File: config.mk
export PLATFORM = sky130hd
export DESIGN_NAME = lease_policy_request_sequencer
export DESIGN_NICKNAME = d
export VERILOG_FILES = /design/src/rtl/lease_policy_request_sequencer_pkg.sv /design/src/rtl/lease_policy_request_sequencer_stats_counters.sv /design/src/rtl/lease_policy_request_sequencer.sv
export SDC_FILE = /design/constraint.sdc
export NUM_CORES = 1
export LEC_CHECK = 0
export BUFFER_PORTS_ARGS = -buffer_cell sky130_fd_sc_hd__buf_2
export CAP_MARGIN = 25
export CORE_MARGIN = 10
export CORE_UTILIZATION = 28
export DETAILED_ROUTE_END_ITERATION = 7
export SETUP_SLACK_MARGIN = 0.05
export SLEW_MARGIN = 20
export SYNTH_ARGS = -nofsm -noshare
export SYNTH_HDL_FRONTEND = slang
export SYNTH_SLANG_ARGS = --single-unit
File: constraint.sdc
create_clock -name clock_i -period 1.5 [get_ports clock_i]
set_input_delay 0 -clock clock_i [delete_from_list [all_inputs] [get_ports clock_i]]
set_output_delay 0 -clock clock_i [all_outputs]
set_load 0.02 [all_outputs]
File: src/rtl/lease_policy_request_sequencer_pkg.sv
// Shared definitions for the lease-policy request sequencer.
//   - clog2: constant ceiling-log2 used to derive line/set/way widths
//   - state_e: sequencer FSM encoding (also exported on the debug state port)
//   - MEM_OP_*: encodings driven on mem_op_o
// Optional statistics are enabled with the LEASE_SEQ_STATS_EN macro.
package lease_policy_request_sequencer_pkg;

  function automatic int clog2(input int value);
    int result;
    result = 0;
    while ((1 << result) < value) result++;
    return result;
  endfunction

  typedef enum logic [3:0] {
    ST_IDLE       = 4'd0,
    ST_LOOKUP     = 4'd1,
    ST_HIT_ISSUE  = 4'd2,
    ST_MISS_ISSUE = 4'd3,
    ST_WAIT_DONE  = 4'd4,
    ST_WRITEBACK  = 4'd5,
    ST_FILL       = 4'd6,
    ST_FOLLOWUP   = 4'd7,
    ST_BYPASS     = 4'd8,
    ST_RESPOND    = 4'd9
  } state_e;

  localparam logic [1:0] MEM_OP_FILL      = 2'b00;
  localparam logic [1:0] MEM_OP_WRITEBACK = 2'b01;
  localparam logic [1:0] MEM_OP_BYPASS    = 2'b10;

endpackage

File: src/rtl/lease_policy_request_sequencer_stats_counters.sv
// lease_seq_stats_counters: five 32-bit saturating event counters.
// Ports:
//   clock_i, reset_i (async, active-high)
//   clear_i           synchronous clear, wins over any increment
//   inc_i[4:0]        {random_evict, expired_evict, bypass, miss, hit} pulses
//   *_count_o         counter values
// Only instantiated when LEASE_SEQ_STATS_EN is defined.
module lease_seq_stats_counters (
  input  logic        clock_i,
  input  logic        reset_i,
  input  logic        clear_i,
  input  logic [4:0]  inc_i,
  output logic [31:0] hit_count_o,
  output logic [31:0] miss_count_o,
  output logic [31:0] bypass_count_o,
  output logic [31:0] expired_evict_count_o,
  output logic [31:0] random_evict_count_o
);

  logic [31:0] count_q [5];

  always_ff @(posedge clock_i or posedge reset_i) begin
    if (reset_i) begin
      for (int i = 0; i < 5; i++) count_q[i] <= '0;
    end else begin
      for (int i = 0; i < 5; i++) begin
        if (clear_i) begin
          count_q[i] <= '0;
        end else if (inc_i[i] && (count_q[i] != 32'hFFFF_FFFF)) begin
          count_q[i] <= count_q[i] + 32'd1;
        end
      end
    end
  end

  assign hit_count_o           = count_q[0];
  assign miss_count_o          = count_q[1];
  assign bypass_count_o        = count_q[2];
  assign expired_evict_count_o = count_q[3];
  assign random_evict_count_o  = count_q[4];

endmodule

File: src/rtl/lease_policy_request_sequencer.sv
// lease_policy_request_sequencer: cache-controller-side initiator for the
// set-associative lease replacement policy. Takes one core request at a time,
// samples the tag lookup, strobes the policy (hit/miss), waits for its
// replacement decision, then performs writeback/fill/bypass on memory and,
// after a swapping miss, issues a follow-up hit so the policy installs the
// saved lease.
// Ports:
//   clock_i, reset_i (async, active-high)
//   core_req_i/core_addr_i/core_done_o    core request side
//   tag_hit_i/tag_addr_i/victim_dirty_i   tag array results
//   hit_o/miss_o/cache_addr_o/llt_search_addr_o   strobes to the policy
//   done_i/swap_i/expired_i/rand_evict_i/addr_i   policy decision
//   mem_req_o/mem_op_o/mem_line_o/mem_ack_i       memory side
//   evict_expired_o/evict_random_o        flags of the last replacement
//   state_o                               debug view of the FSM state
// Optional: LEASE_SEQ_STATS_EN adds stats_clear_i and five event counters.
//
// Handshake: core_req_i is a level held until the one-cycle core_done_o;
// mem_req_o is a level held until the cycle mem_ack_i is sampled high in a
// memory state; acks seen in any other state are ignored.
module lease_policy_request_sequencer
  import lease_policy_request_sequencer_pkg::*;
#(
  parameter int CACHE_BLOCK_CAPACITY = 128,
  parameter int CACHE_SET_SIZE       = 4,
  parameter int BW_ADDR              = 30,
  parameter int BW_OFFSET            = 2,
  localparam int BW_CC               = clog2(CACHE_BLOCK_CAPACITY)
) (
  input  logic               clock_i,
  input  logic               reset_i,
  input  logic               core_req_i,
  input  logic [BW_ADDR-1:0] core_addr_i,
  output logic               core_done_o,
  input  logic               tag_hit_i,
  input  logic [BW_CC-1:0]   tag_addr_i,
  input  logic               victim_dirty_i,
  output logic               hit_o,
  output logic               miss_o,
  output logic [BW_CC-1:0]   cache_addr_o,
  output logic [BW_ADDR-1:0] llt_search_addr_o,
  input  logic               done_i,
  input  logic               swap_i,
  input  logic               expired_i,
  input  logic               rand_evict_i,
  input  logic [BW_CC-1:0]   addr_i,
  output logic               mem_req_o,
  output logic [1:0]         mem_op_o,
  output logic [BW_CC-1:0]   mem_line_o,
  input  logic               mem_ack_i,
  output logic               evict_expired_o,
  output logic               evict_random_o,
`ifdef LEASE_SEQ_STATS_EN
  input  logic               stats_clear_i,
  output logic [31:0]        hit_count_o,
  output logic [31:0]        miss_count_o,
  output logic [31:0]        bypass_count_o,
  output logic [31:0]        expired_evict_count_o,
  output logic [31:0]        random_evict_count_o,
`endif
  output logic [3:0]         state_o
);

  localparam int BW_GRP = clog2(CACHE_SET_SIZE);

  state_e state;

  // Set index sits in the upper line-address bits, way bits forced to zero.
  // Shifting the full address keeps this correct even with a single set.
  logic [BW_ADDR-1:0] miss_shift;
  logic [BW_CC-1:0]   miss_line;
  assign miss_shift = (llt_search_addr_o >> BW_OFFSET) << BW_GRP;
  assign miss_line  = miss_shift[BW_CC-1:0];

  assign state_o = state;

  always_ff @(posedge clock_i or posedge reset_i) begin
    if (reset_i) begin
      state             <= ST_IDLE;
      core_done_o       <= 1'b0;
      hit_o             <= 1'b0;
      miss_o            <= 1'b0;
      cache_addr_o      <= '0;
      llt_search_addr_o <= '0;
      mem_req_o         <= 1'b0;
      mem_op_o          <= MEM_OP_FILL;
      mem_line_o        <= '0;
      evict_expired_o   <= 1'b0;
      evict_random_o    <= 1'b0;
    end else begin
      // Strobes default low so each lasts exactly one cycle.
      core_done_o <= 1'b0;
      hit_o       <= 1'b0;
      miss_o      <= 1'b0;
      case (state)
        ST_IDLE: begin
          if (core_req_i) begin
            llt_search_addr_o <= core_addr_i;
            state             <= ST_LOOKUP;
          end
        end
        ST_LOOKUP: begin
          if (tag_hit_i) begin
            cache_addr_o <= tag_addr_i;
            hit_o        <= 1'b1;
            state        <= ST_HIT_ISSUE;
          end else begin
            cache_addr_o <= miss_line;
            miss_o       <= 1'b1;
            state        <= ST_MISS_ISSUE;
          end
        end
        ST_HIT_ISSUE: begin
          core_done_o <= 1'b1;
          state       <= ST_RESPOND;
        end
        ST_MISS_ISSUE: begin
          // done_i is deliberately not looked at here: anything the policy
          // shows during the miss strobe cycle is stale.
          state <= ST_WAIT_DONE;
        end
        ST_WAIT_DONE: begin
          if (done_i) begin
            mem_req_o <= 1'b1;
            if (swap_i) begin
              mem_line_o      <= addr_i;
              evict_expired_o <= expired_i;
              evict_random_o  <= rand_evict_i;
              if (victim_dirty_i) begin
                mem_op_o <= MEM_OP_WRITEBACK;
                state    <= ST_WRITEBACK;
              end else begin
                mem_op_o <= MEM_OP_FILL;
                state    <= ST_FILL;
              end
            end else begin
              mem_op_o <= MEM_OP_BYPASS;
              state    <= ST_BYPASS;
            end
          end
        end
        ST_WRITEBACK: begin
          // Request stays high; only the operation changes to fill.
          if (mem_ack_i) begin
            mem_op_o <= MEM_OP_FILL;
            state    <= ST_FILL;
          end
        end
        ST_FILL: begin
          if (mem_ack_i) begin
            mem_req_o    <= 1'b0;
            hit_o        <= 1'b1;
            cache_addr_o <= mem_line_o;
            state        <= ST_FOLLOWUP;
          end
        end
        ST_FOLLOWUP: begin
          core_done_o <= 1'b1;
          state       <= ST_RESPOND;
        end
        ST_BYPASS: begin
          if (mem_ack_i) begin
            mem_req_o   <= 1'b0;
            core_done_o <= 1'b1;
            state       <= ST_RESPOND;
          end
        end
        ST_RESPOND: begin
          state <= ST_IDLE;
        end
        default: begin
          state <= ST_IDLE;
        end
      endcase
    end
  end

`ifdef LEASE_SEQ_STATS_EN
  // Event pulses mirror the FSM transitions taken on this clock edge.
  logic [4:0] stats_inc;
  always_comb begin
    stats_inc    = '0;
    stats_inc[0] = (state == ST_LOOKUP) && tag_hit_i;
    stats_inc[1] = (state == ST_LOOKUP) && !tag_hit_i;
    stats_inc[2] = (state == ST_WAIT_DONE) && done_i && !swap_i;
    stats_inc[3] = (state == ST_WAIT_DONE) && done_i && swap_i && expired_i;
    stats_inc[4] = (state == ST_WAIT_DONE) && done_i && swap_i && rand_evict_i;
  end

  lease_seq_stats_counters u_stats (
    .clock_i               (clock_i),
    .reset_i               (reset_i),
    .clear_i               (stats_clear_i),
    .inc_i                 (stats_inc),
    .hit_count_o           (hit_count_o),
    .miss_count_o          (miss_count_o),
    .bypass_count_o        (bypass_count_o),
    .expired_evict_count_o (expired_evict_count_o),
    .random_evict_count_o  (random_evict_count_o)
  );
`endif

endmodule

# Yosys cells after proc, flatten, opt, wreduce, memory -nomap -nowiden
# Index checks and enable logic that the tools add are counted.
# Widths: inputs -> output; s select.
# classes
n_addsub,0
multipliers,0
n_div,0
magnitude_cmp,0
n_eq_ne,14
shift,0
muxes,26
n_bitwise,0
reduce_logical,12
# ops
op,n
$pmux 4 s8,1
$mux 4,6
$eq 4x3->1 const B,4
$mux 7,2
$pmux 7 s2,1
$ne 2x2->1 const B,5
$reduce_and 3->1,3
$eq 4x2->1 const B,2
$mux 1,8
$mux 2,4
$pmux 1 s2,3
$reduce_bool 2->1,3
$reduce_and 5->1,1
$eq 4x1->1 const B,1
$eq 4x4->1 const B,1
$logic_not 4->1,1
$pmux 2 s2,1
$reduce_and 2->1,2
$reduce_or 2->1,2
$ne 2x1->1 const B,1
# totals
ff_bits,56
latch_bits,0
ramBits,0
rom_bits,0
inputBits,54
output_inout_bits,56
n_memories,0

# Logic depth before layout (Yosys ltp)
# logic_depth
ltp_word,4
ltp_mapped,6

# Worst setup path before layout
# OpenSTA, ideal clock, no wires.
# synth_timing
path_type,register to register
start,register state[1] (netlist: state_o[1])
end,register cache_addr_o[6]
setup_time_ns,0.121
arrival_ns,1.472
required_time_ns,1.379
slack_ns,-0.093
path_stages_with_launch,7
path_buffers,2
cell_sequence,dfrtp_1 -> buf_6 -> or3b_1 -> a21o_1 -> buf_6 -> nand2_1 -> o21ai_2
# synth_between
elab_chain_len,3
elab_cells_between_ends,6
# synth_lines
item,line,source
from (decl),lease_policy_request_sequencer.sv:66,state_e state;
from (signal assigned),lease_policy_request_sequencer.sv:79,state <= ST_IDLE;
from (signal assigned),lease_policy_request_sequencer.sv:99,state <= ST_LOOKUP;
from (signal assigned),lease_policy_request_sequencer.sv:106,state <= ST_HIT_ISSUE;
$eq 4x3->1 or $eq 4x1->1 (tied branches),lease_policy_request_sequencer.sv:95,case (state)
$ne 2x2->1 (no line) or $reduce_bool 2->1 (tied branches),--,
$reduce_and 2->1 (no line),--,
to (signal assigned),lease_policy_request_sequencer.sv:104,cache_addr_o <= tag_addr_i;
to (signal assigned),lease_policy_request_sequencer.sv:108,cache_addr_o <= miss_line;
to (signal assigned),lease_policy_request_sequencer.sv:153,cache_addr_o <= mem_line_o;
to (decl),lease_policy_request_sequencer.sv:40,"output logic [BW_CC-1:0] cache_addr_o,"
# Several ways; a longest one is shown, not always the timed one.
# A chain may end at the register's enable or synchronous reset.

# Worst setup path in the final report
# layout_timing
start,register state[1] (netlist: state_o[1])
end,register mem_line_o[2]
# layout_between
elab_chain_len,2
# layout_lines
item,line,source
$eq 4x3->1,lease_policy_request_sequencer.sv:95,
$reduce_and 3->1 (no line),--,
to (signal assigned),lease_policy_request_sequencer.sv:126,mem_line_o <= addr_i;
to (decl),lease_policy_request_sequencer.sv:49,"output logic [BW_CC-1:0] mem_line_o,"
# No other way between the ends.

==> results.cfg <==
[synth]
yosys.cell_types.count = 37
yosysTopAreaCellShare_pct = 56.5
syn-num-nets = 252
yosys_warnings = 0
synth_top_area_cell = dfrtp_1
postSynthAreaPerCell_um2 = 12.5
synth_area_leaders = dfrtp_1 (57%), mux2_2 (19%), a21oi_1 (2.2%)
syn-instance-count = 198
netlist_area_mm2 = 0.00248
ys_seq_area_share_pct = 56.5
synth-seq-cells = 56

[placed_design]
placedCellCount = 417
place_congestion = 0.815
dp_hpwl_um = 5410
place_ws_ns = -0.0287
port_buffers = 109

[floorplanning]
die_h_um = 114
start_util_pct = 28.6
die_area_mm2 = 0.0130
rows = 34
fp.dieW_um = 114
core_mm2 = 0.00868
top_level_ports = 110

[worst_hold_path]
holdPathEnd = hit_o
min-delay-start = tag_hit_i
hp-class = in -> reg
whs_path_depth = 3

[clock_tree]
h-tree-depth = 2
cts_tree = yes
clk_latency_ns = 0.31
root_buffer = clkbuf_8
cts_sinks = 56
clockBufferDepth = 2
numCtsBuffers = 5
clkTransAtPathRegs_ns = 0.11

[cells_and_area]
layout.nets = 418
layout_common_cells = buf_2 (109), dfrtp_1 (52), dlygate4sd3_1 (42), mux2_2 (40), buf_4 (14)
fillCellCount = 830
final-seq-area_mm2 = 0.00141
drive_gt1_share_pct = 55.3
multiInputGateArea_mm2 = 0.00109
syn_to_final_growth_pct = 57.6
instances_no_fill = 474
final_common_cell = buf_2

[timing]
slew_violations = 0
maxSlewHeadroom_pct = 67.6
fin_crit_sh_pct = 97.0
finalHoldViolCount = 0
min_period_ns = 1.45
tns_ns = 0
tightest_slew_ns = 0.485
fmax_mhz = 687
grt_setup_unrepaired = true
layout_setup_ws_ns = 0.0454
finalClockSkew_ns = 0.00404
setup_violations = 0

[global_route]
grt_max_degree = 36
grt_pass1_vias = 2385
grt_pass1_wl_um = 11900
grt_overflow_total = 0
antenna_found_initial = 0
grt_usage_pct = 11.1

[detailed_routing]
drtIter0Drc = 68
wl_per_cell_um = 15.8
vias = 2147
drc = 0
first_pass_iters = 4
vias_per_cell = 4.53
wl_um = 7510
ant_nets = 0

[power_and_ir_drop]
clkPwrFrac_pct = 11.2
intPower_w = 0.00441
ir_drop_mv = 0.772
power_frac_comb_pct = 53.2
pwr-share-seq_pct = 35.6
leakagePower_nw = 1.90
swShare_pct = 41.9
power.density_mw_per_mm2 = 1940
p_sw_w = 0.00318

[critical_path]
ff2ff_path_depth = 5
r2r-start = state_o[1]
worstSetupPathType = reg -> reg
arrival_ns = 1.66
crit_path_start_kind = flop
cp_data_required_time_ns = 1.71
r2r_setup_slack_ns = 0.05
end_kind = flop
crit_fanout = 15
worst_r2r_endpoint = mem_line_o[2]

[run_status]
status = finished clean

[run]
maxCapViolations = 0
==> state kept, by name (all words and copies together), names as in the netlist <==
name	cells
mem_op_o	2
hit_o	1
miss_o	1
evict_expired_o	1
state_o	4
llt_search_addr_o	30
cache_addr_o	7
evict_random_o	1
core_done_o	1
mem_req_o	1
mem_line_o	7
==> through the flow <==
| stage | area [um^2] | total power, W | utilization [%] | hold slack [ns] |
|---|---|---|---|---|
| after floorplan | 2510 | 0.00515 | - | 0.0993 |
| after global placement | 3250 | 0.00639 | 37.5 | 0.0576 |
| after detailed placement | 3250 | 0.00647 | 37.5 | 0.0602 |
| after CTS | 3800 | 0.00752 | 43.8 | 0.0410 |
| after global routing | 3910 | 0.00815 | 45.0 | 0.0670 |
| final | 3910 | 0.00759 | 45.0 | 0.0506 |
==> worst max path at each step <==
stage                     depth (start not counted)        from  slack, ns                    end
final                                             5  state_o[1]       0.05          mem_line_o[2]
after global routing                              5  state_o[1]      -0.02          mem_line_o[2]
after CTS                                         4  state_o[0]       0.03  llt_search_addr_o[15]
after detailed placement                          4  state_o[2]      -0.03        cache_addr_o[0]
after global placement                            4  state_o[2]      -0.01        cache_addr_o[0]
after floorplan                                   6  state_o[2]      -0.05        cache_addr_o[0]
==> power by group through the flow <==
stage / combinational, W / sequential (W) / clock, W
2_1_floorplan: 0.00162 / 0.00353 / 0
3_3_place_gp: 0.00371 / 0.00268 / 0
3_5_place_dp: 0.00375 / 0.00272 / 0
4_1_cts: 0.00392 / 0.00270 / 0.000905
5_1_grt: 0.00438 / 0.00281 / 0.000957
6_report: 0.00404 / 0.00270 / 0.000854
==> critical path, stage by stage, from the launching register on <==
cell and delay (ns):
dfrtp_2 0.46, buf_6 0.17, nor2_4 0.13, nand4_4 0.13, clkbuf_16 0.19, mux2_2 0.26
==> routing by layer <==
metal | global-route usage [%] | up-vias | part of all wire [%] | wire length, um
li1 | - | 1031 | - | -
met1 | 12.3 | 1037 | 40 | 2980
met2 | 19.1 | 67 | 52 | 3900
met3 | 3.67 | 12 | 6.4 | 484
met4 | 4.43 | 0 | 2.0 | 152
met5 | 0 | - | 0 | 0
==> cells in the mapped netlist <==
| cell | instances |
|---|---|
| nand2_1 | 12 |
| mux2i_1 | 5 |
| o31ai_1 | 2 |
| o32a_1 | 1 |
| o21bai_1 | 1 |
| nand2b_1 | 3 |
| o21a_1 | 1 |
| nor2b_1 | 3 |
| mux2_2 | 41 |
| inv_1 | 2 |
| nor3_2 | 1 |
| mux2_1 | 1 |
| a21o_1 | 1 |
| nand3b_1 | 1 |
| buf_2 | 7 |
| clkbuf_1 | 3 |
| nand4bb_1 | 1 |
| a32oi_1 | 1 |
| nand4b_1 | 1 |
| dfrtp_1 | 56 |
| o21ai_2 | 3 |
| o21ai_1 | 4 |
| nor3b_1 | 2 |
| and3_1 | 3 |
| nand4_2 | 1 |
| buf_6 | 2 |
| nand3_1 | 1 |
| o21ai_0 | 4 |
| nor2_1 | 13 |
| or3b_1 | 1 |
| a31oi_1 | 1 |
| o32ai_1 | 3 |
| nor3_1 | 2 |
| a2bb2oi_1 | 1 |
| a21oi_1 | 11 |
| xnor2_1 | 1 |
| and4bb_2 | 1 |
==> logic make-up (layout without fill, tap and decap cells) <==
kind of cell	count (synthesis)	count (layout)	synth area share (%)
other cells	0	1	0
buf+inv	14	181	3.08
xor+xnor	1	1	0.353
flops	56	56	56.5
simple gates	46	46	10.1
mux	47	47	21.1
compound gates	34	34	8.83
==> cell type report <==
| cell class | instances | area share (%) |
|---|---|---|
| Clock inverter | 3 | 0.576 |
| Antenna cell | 1 | 0.0640 |
| Tap cell | 108 | 3.46 |
| Sequential cell | 56 | 36.0 |
| Timing Repair Buffer | 171 | 30.2 |
| Multi-Input combinational cell | 128 | 27.8 |
| Clock buffer | 5 | 1.76 |
| Inverter | 2 | 0.192 |
==> what timing repair did <==
item	CTS	global route
endpoints found under the setup margin	23	51
gates resized for setup	5	14
hold buffers	42	0
gates cloned	0	1
hold endpoints to repair	62	0
setup buffers	2	3
Note: power is estimated with default switching activity, not from simulation.
